<file path="src/rtl/rom_stream_reader.sv">
// Purpose : burst reader for a dual-port ROM; streams word pairs {q_b,q_a} from base_addr upward.
// Latency : first out_valid 2 clk after the accepted start edge, then one pair per clk while out_ready=1.
// Backpres: a 2-entry output FIFO absorbs stalls; reads are throttled so the FIFO never overflows.
//
// Ports:
//   clk, rst               single clock, asynchronous active-high reset
//   start, base_addr,      one-cycle burst request (ignored while busy); num_pairs=0 gives
//   num_pairs              only a done pulse on the next cycle
//   addr_a, addr_b         registered ROM addresses (ptr, ptr+1, modulo 2**addr_width)
//   q_a, q_b               ROM data, valid one clk after the addresses
//   out_data, out_valid,   FIFO head {q_b,q_a} with valid/ready handshake
//   out_ready
//   busy, done             burst in progress; one-cycle pulse at burst end
// Optional: define ROM_STREAM_CHECKSUM_EN to add output checksum (XOR of all popped pairs).
module rom_stream_reader #(
  parameter int data_width = 8,
  parameter int addr_width = 8
) (
  input  logic                    clk,
  input  logic                    rst,
  input  logic                    start,
  input  logic [addr_width-1:0]   base_addr,
  input  logic [addr_width-1:0]   num_pairs,
  output logic [addr_width-1:0]   addr_a,
  output logic [addr_width-1:0]   addr_b,
  input  logic [data_width-1:0]   q_a,
  input  logic [data_width-1:0]   q_b,
  output logic [2*data_width-1:0] out_data,
  output logic                    out_valid,
  input  logic                    out_ready,
  output logic                    busy,
`ifdef ROM_STREAM_CHECKSUM_EN
  output logic [2*data_width-1:0] checksum,
`endif
  output logic                    done
);

  typedef enum logic [1:0] {IDLE, FETCH, DRAIN} state_t;

  state_t                  state, state_nxt;
  logic [addr_width-1:0]   ptr;
  logic [addr_width-1:0]   rem;        // reads still to be issued
  logic                    inflight;   // a read was issued on the last edge; data lands on the next
  logic                    zero_done;  // done pulse for a zero-length request

  logic [2*data_width-1:0] fifo_mem [2];
  logic                    wr_idx, rd_idx;
  logic [1:0]              count;

  logic                    push, pop, issue, final_pop, start_ok, start_zero;
  logic [2:0]              occ;

  assign out_valid = (count != 2'd0);
  assign out_data  = fifo_mem[rd_idx];
  assign pop       = out_valid & out_ready;
  assign push      = inflight;

  // Occupancy after this cycle's pop plus the read already in flight. Counting the
  // departing pair keeps one pair per clock with out_ready high, and still leaves room
  // for the data of a read issued now.
  assign occ        = {1'b0, count} + {2'b00, inflight} - {2'b00, pop};
  assign issue      = (state == FETCH) && (occ < 3'd2);
  assign final_pop  = (state == DRAIN) && pop && (count == 2'd1) && !inflight;
  assign start_ok   = (state == IDLE) && start && (num_pairs != '0);
  assign start_zero = (state == IDLE) && start && (num_pairs == '0);

  always_ff @(posedge clk or posedge rst) begin
    if (rst) state <= IDLE;
    else     state <= state_nxt;
  end

  always_comb begin
    state_nxt = state;
    busy      = (state != IDLE);
    done      = zero_done | final_pop;
    case (state)
      IDLE:    if (start_ok) state_nxt = FETCH;
      FETCH:   if (issue && (rem == addr_width'(1))) state_nxt = DRAIN;
      DRAIN:   if (final_pop) state_nxt = IDLE;
      default: state_nxt = IDLE;
    endcase
  end

  // Read issue: address registers, pointer and remaining count.
  always_ff @(posedge clk or posedge rst) begin
    if (rst) begin
      ptr       <= '0;
      rem       <= '0;
      addr_a    <= '0;
      addr_b    <= '0;
      inflight  <= 1'b0;
      zero_done <= 1'b0;
    end else begin
      inflight  <= issue;
      zero_done <= start_zero;
      if (start_ok) begin
        ptr <= base_addr;
        rem <= num_pairs;
      end else if (issue) begin
        addr_a <= ptr;
        addr_b <= ptr + addr_width'(1);
        ptr    <= ptr + addr_width'(2);
        rem    <= rem - addr_width'(1);
      end
    end
  end

  // Two-entry output FIFO; simultaneous push and pop leave the count unchanged.
  always_ff @(posedge clk or posedge rst) begin
    if (rst) begin
      fifo_mem[0] <= '0;
      fifo_mem[1] <= '0;
      wr_idx      <= 1'b0;
      rd_idx      <= 1'b0;
      count       <= 2'd0;
    end else begin
      if (push) begin
        fifo_mem[wr_idx] <= {q_b, q_a};
        wr_idx           <= ~wr_idx;
      end
      if (pop) rd_idx <= ~rd_idx;
      case ({push, pop})
        2'b10:   count <= count + 2'd1;
        2'b01:   count <= count - 2'd1;
        default: count <= count;
      endcase
    end
  end

`ifdef ROM_STREAM_CHECKSUM_EN
  // Cleared on any accepted start; otherwise only popped pairs change it, so it holds
  // from the done pulse until the next start.
  always_ff @(posedge clk or posedge rst) begin
    if (rst)                        checksum <= '0;
    else if (start_ok | start_zero) checksum <= '0;
    else if (pop)                   checksum <= checksum ^ out_data;
  end
`endif

endmodule

</file>
<file path="config.mk">
export PLATFORM = sky130hd
export DESIGN_NAME = rom_stream_reader
export DESIGN_NICKNAME = d
export VERILOG_FILES = /design/src/rtl/rom_stream_reader.sv
export SDC_FILE = /design/constraint.sdc
export NUM_CORES = 1
export LEC_CHECK = 0
export ABC_CLOCK_PERIOD_IN_PS = 4350
export CAP_MARGIN = 20
export CELL_PAD_IN_SITES_DETAIL_PLACEMENT = 1
export CELL_PAD_IN_SITES_GLOBAL_PLACEMENT = 1
export CORE_ASPECT_RATIO = 1.1
export CORE_MARGIN = 2
export CORE_UTILIZATION = 43
export DETAILED_ROUTE_END_ITERATION = 7
export MAX_ROUTING_LAYER = met4
export PLACE_DENSITY_LB_ADDON = 0.12
export SLEW_MARGIN = 15
export SYNTH_ARGS = -nofsm -noshare
export SYNTH_HDL_FRONTEND = slang
export SYNTH_SLANG_ARGS = --single-unit
</file>
<file path="constraint.sdc">
create_clock -name clk -period 4.35 [get_ports clk]
set_input_delay 0.87 -clock clk [delete_from_list [all_inputs] [get_ports clk]]
set_output_delay 0.87 -clock clk [all_outputs]
set_load 0.01 [all_outputs]
</file>
# Word-level counts from Yosys, hierarchy flattened
# Cells that the tools add are included.
totals:
  ff_bits: 72
  input_bits: 36
  output_inout_bits: 35
  wordCells: 73
classes:
  n_addsub: 7
  n_lt_le_gt_ge: 4
  eq_ne: 9
  n_mux: 15
  bitwise_logic: 7
  n_reduce_logical: 19
op_table:
  columns: ["op", "n"]
  rows:
  - ["two-way mux 16 bit", 4]
  - ["bitwise mux 32 bit", 1]
  - ["two-way mux 8 bit", 4]
  - ["demux 16 bit (select 1 bit)", 1]
  - ["logical AND 1 bit", 9]
  - ["adder 8 x 1 -> 8 bit, second input constant", 1]
  - ["adder 8 x 2 -> 8 bit, second input constant", 1]
  - ["== test 8 x 1 -> 1 bit, second input constant", 1]
  - ["zero test 8 bit", 1]
  - ["nonzero test 2 bit", 4]
  - ["nonzero test 8 bit", 1]
  - ["subtractor 8 x 1 -> 8 bit, second input constant", 1]
  - ["== test 2 x 1 -> 1 bit, second input constant", 3]
  - ["two-way mux 2 bit", 3]
  - ["one-hot mux 2 bit (3 select lines)", 1]
  - ["== test 2 bit, second input constant", 2]
  - [">= comparator 2 bit, second input constant", 2]
  - ["inequality test 2 bit, second input constant", 2]
  - ["inverter 1 -> 2 bit", 2]
  - ["one-hot mux 2 bit (2 select lines)", 1]
  - ["adder 2 x 1 -> 3 bit", 1]
  - ["less-than comparator 3 x 2 -> 1 bit, second input constant", 1]
  - ["inverter 1 bit", 3]
  - ["AND reduction 3 bit", 1]
  - ["other kinds (10)", 10]

# Depth between registers and ports, before layout
depth:
  ltp_word: 8
  mapped_depth: 13
  depth_no_buf: 11

# Worst setup path before layout
# OpenSTA, ideal clock, no wires.
synth_path:
  path_kind: "input port to flip-flop"
  from: "input port out_ready"
  to: "register ptr[1]"
  setup_ns: 0.126
  arrival_time_ns: 2.780
  setup_slack_ns: 1.444
  cell_stages: 11
  path_buffers: 3
  cell_sequence: "nand2b_1 clkbuf_1 xnor2_1 nand2b_1 fa_1 xnor2_1 nand3_1 buf_2 buf_2 nor2_1 a221o_1"
synth_via:
  elab_chain_len: 5
synth_lines:
  columns: ["element", "line", "source"]
  rows:
  - ["from (decl)", "30", "input logic out_ready,"]
  - ["bitwise AND 1 bit", "55", "assign pop = out_valid & out_ready;"]
  - ["subtractor 3 x 1 -> 3 bit", "61", "assign occ = {1'b0, count} + {2'b00, inflight} - {2'b00, pop};"]
  - ["less-than comparator 3 x 2 -> 1 bit", "62", "assign issue = (state == FETCH) && (occ < 3'd2);"]
  - ["logical AND 1 bit", "62", null]
  - ["nonzero test 2 bit (no line)", null, null]
  - ["to (signal assigned)", "97", "ptr <= base_addr;"]
  - ["to (signal assigned)", "102", "ptr <= ptr + addr_width'(2);"]
  - ["to (decl)", "41", "logic [addr_width-1:0] ptr;"]
# No other way between the ends.
# A chain may end at the register's enable or synchronous reset.

# Final worst setup path
layout_path:
  from: "input port out_ready"
  to: "output port done"
layout_via:
  elab_chain_len: 5
layout_lines:
  columns: ["element", "line", "source"]
  rows:
  - ["bitwise AND 1 bit", "55", null]
  - ["logical AND 1 bit (3 in series)", "63", "assign final_pop = (state == DRAIN) && pop && (count == 2'd1) && !inflight;"]
  - ["bitwise OR 1 bit", "75", "done = zero_done | final_pop;"]
  - ["to (decl)", "35", "output logic done"]
# No other way between the ends.

==> results.ini <==
[yosys]
synth_edf_count=0
netlist_instances=299
async_flop_share=1.000
netlist.area_leader.share=0.5261
synth_common_cells=dfrtp_1 (72), nand2_1 (43), mux2_2 (39)
yosysTopAreaCell=dfrtp_1
synth_area_mm2=0.003425
ys_warn_count=0
synthesis.nets=342
synth_seq_cells=72
synth.most_common_cell=dfrtp_1
synth_area_leaders=dfrtp_1 (53%), mux2_2 (13%), nand2_1 (4.7%)
ys_seq_area_frac=0.5261
ys.flop_type=dfrtp_1
avgSynthCellArea_um2=11.45
ys_types=48

[clocking]
root_buffer=clkbuf_8
hold_buffers=0
cts_resized=0
cts_max_level=3
clock_path_buffers=2
cts_tree=done
worstSkewPairLatency_ns=0.35
clock_sinks=72
numCtsBuffers=9
cts_setup_buffers=0
clkTransAtPathRegs_ns=0.08

[routing]
via_per_inst=5.241
dr.pass1.iters=4
routedWlPerCell_um=16.25
ant_nets=0
wl_um=7818
vias=2521
drt_iter0_markers=78
drcViolationCount=0

[cells_and_area]
antenna_cells=0
area_growth_pct=30.43
fin_cells=481
layout.nets=411
layout-drive-gt1-share=0.1823
num-fill-cells=856
post-route-util=0.5707

[global_route]
grt_overflow_total=0
grt_max_degree=47
grt_pass1_wl_um=13060
antenna_found_initial=0
track_usage=0.1995
grt_pass1_vias=2650

[timing]
setup_violations=0
hold_viol=0
finalClockSkew_ns=0.01242
maxSlewViolCount=0
relSlewSlack=0.4318
max_freq_mhz=281.3
rsz0062_at_grt=no
setup_slack_ns=0.7948
tightest_slew_ns=0.8524
fin_crit_ns=3.555
tns_ns=0
finalCritPeriodShare=0.8173

[critical_path]
crit_slowest_cell=clkdlybuf4s50_1
endpoint_kind=output port
crit_arrival_ns=2.69
path_cells=clkdlybuf4s50_1, nand2b_1, nor3b_1, a31o_2, clkdlybuf4s50_1
critPathKind=in -> out
cpPeakStageDelay_ns=0.52
worstPathRequired_ns=3.48
crit_path_frequent_cell=clkdlybuf4s50_1
start_kind=input pin
critical_path_buf_inv_count=2
critPathTopFamily=buffers and inverters
crit_fanout=8

[placement]
port_buffers=70
dpl.cell_count=465
dp_hpwl_um=5555
gp_congestion=0.8041
dp_slack_ns=0.7103

[pwr]
power.total_mw=3.647
p_leak_nw=1.906
ir_worst_vdd_v=0.0003208
powerDensity_mw_per_mm2=816.5

[die]
pin_count=71
start_util=0.4375
core_mm2=0.007828
die_x_um=89.09
row_count=34
dieArea_mm2=0.008695
die_h_um=97.60

[run]
cap_violations=0

[min_path]
hold_class=reg -> reg

[status]
status=finished, final reports clean

final timing paths:
path	end	from	cells after the start	slack (ns)
worst max register to register	rem[6]	count[1]	11	1.20
max in group asynchronous	count[0]	rst	3	2.45
worst min register to register	wr_idx	wr_idx	1	0.49
worst max-delay path	done	out_ready	5	0.79
min in group asynchronous	fifo_mem[8]	rst	2	0.88
worst min-delay path	wr_idx	wr_idx	1	0.49
stage by stage:
| step | hold slack [ns] | cell area, um^2 |
|---|---|---|
| CTS | 0.4888 | 4467 |
| floorplan | 0.4543 | 3425 |
| finish | 0.4868 | 4467 |
| global placement | 0.4599 | 4218 |
| global route | 0.5175 | 4467 |
| detailed placement | 0.4723 | 4218 |
per-layer routing:
layer / track usage / up-vias / part of all wire
li1: - / 1178 / -
met1: 0.2428 / 1278 / 0.44
met2: 0.3350 / 56 / 0.51
met3: 0.03229 / 9 / 0.036
met4: 0.06200 / 0 / 0.015
met5: - / - / 0
logic make-up after synthesis:
kind of cell	after synthesis	share of synthesized area
AO/OA/AOI/OAI	39	0.08477
AND/OR/NAND/NOR	93	0.1330
XOR/XNOR	13	0.03325
adder cells (fa/ha/maj)	7	0.02777
flip-flops	72	0.5261
multiplexers	50	0.1640
buffers and inverters	25	0.03106
state kept, by name, indices dropped and copies added, names as in the netlist:
register	flops
fifo_mem	32
addr_a	8
addr_b	8
ptr	8
rem	8
count	2
state	2
inflight	1
rd_idx	1
wr_idx	1
zero_done	1
power by group:
group	internal [mW]	switching, mW	leakage [nW]
Sequential	0.998	0.272	0.871
Combinational	0.929	0.788	0.910
Clock	0.388	0.272	0.125
Total	2.31	1.33	1.91
cell type report:
cell class,count,area [um^2],area share
Clock buffer,9,123.9,0.02773
Clock inverter,7,125.1,0.02801
Inverter,9,33.78,0.007563
Multi-Input combinational cell,202,1516,0.3395
Sequential cell,72,1802,0.4034
Tap cell,108,135.1,0.03025
Timing Repair Buffer,74,730.7,0.1636
placed cells by master, fill, tap and decap left out, types with 2 or more instances in the layout:
cell / instances
dfrtp_1: 72
xor2_1: 4
nand3_1: 10
nand2b_1: 7
mux2_1: 10
nor3_1: 4
clkbuf_8: 9
or4_1: 3
a211o_1: 2
or2_2: 2
a221o_1: 8
and2_1: 2
inv_1: 7
clkdlybuf4s50_1: 70
o21ai_1: 10
mux2_2: 39
a32oi_1: 2
a21oi_1: 6
nor4_2: 2
inv_2: 2
ha_1: 6
nand2_1: 43
inv_6: 3
bufinv_16: 3
nor2_1: 11
buf_4: 4
xnor2_1: 9
Note: power is estimated with default switching activity, not from simulation.
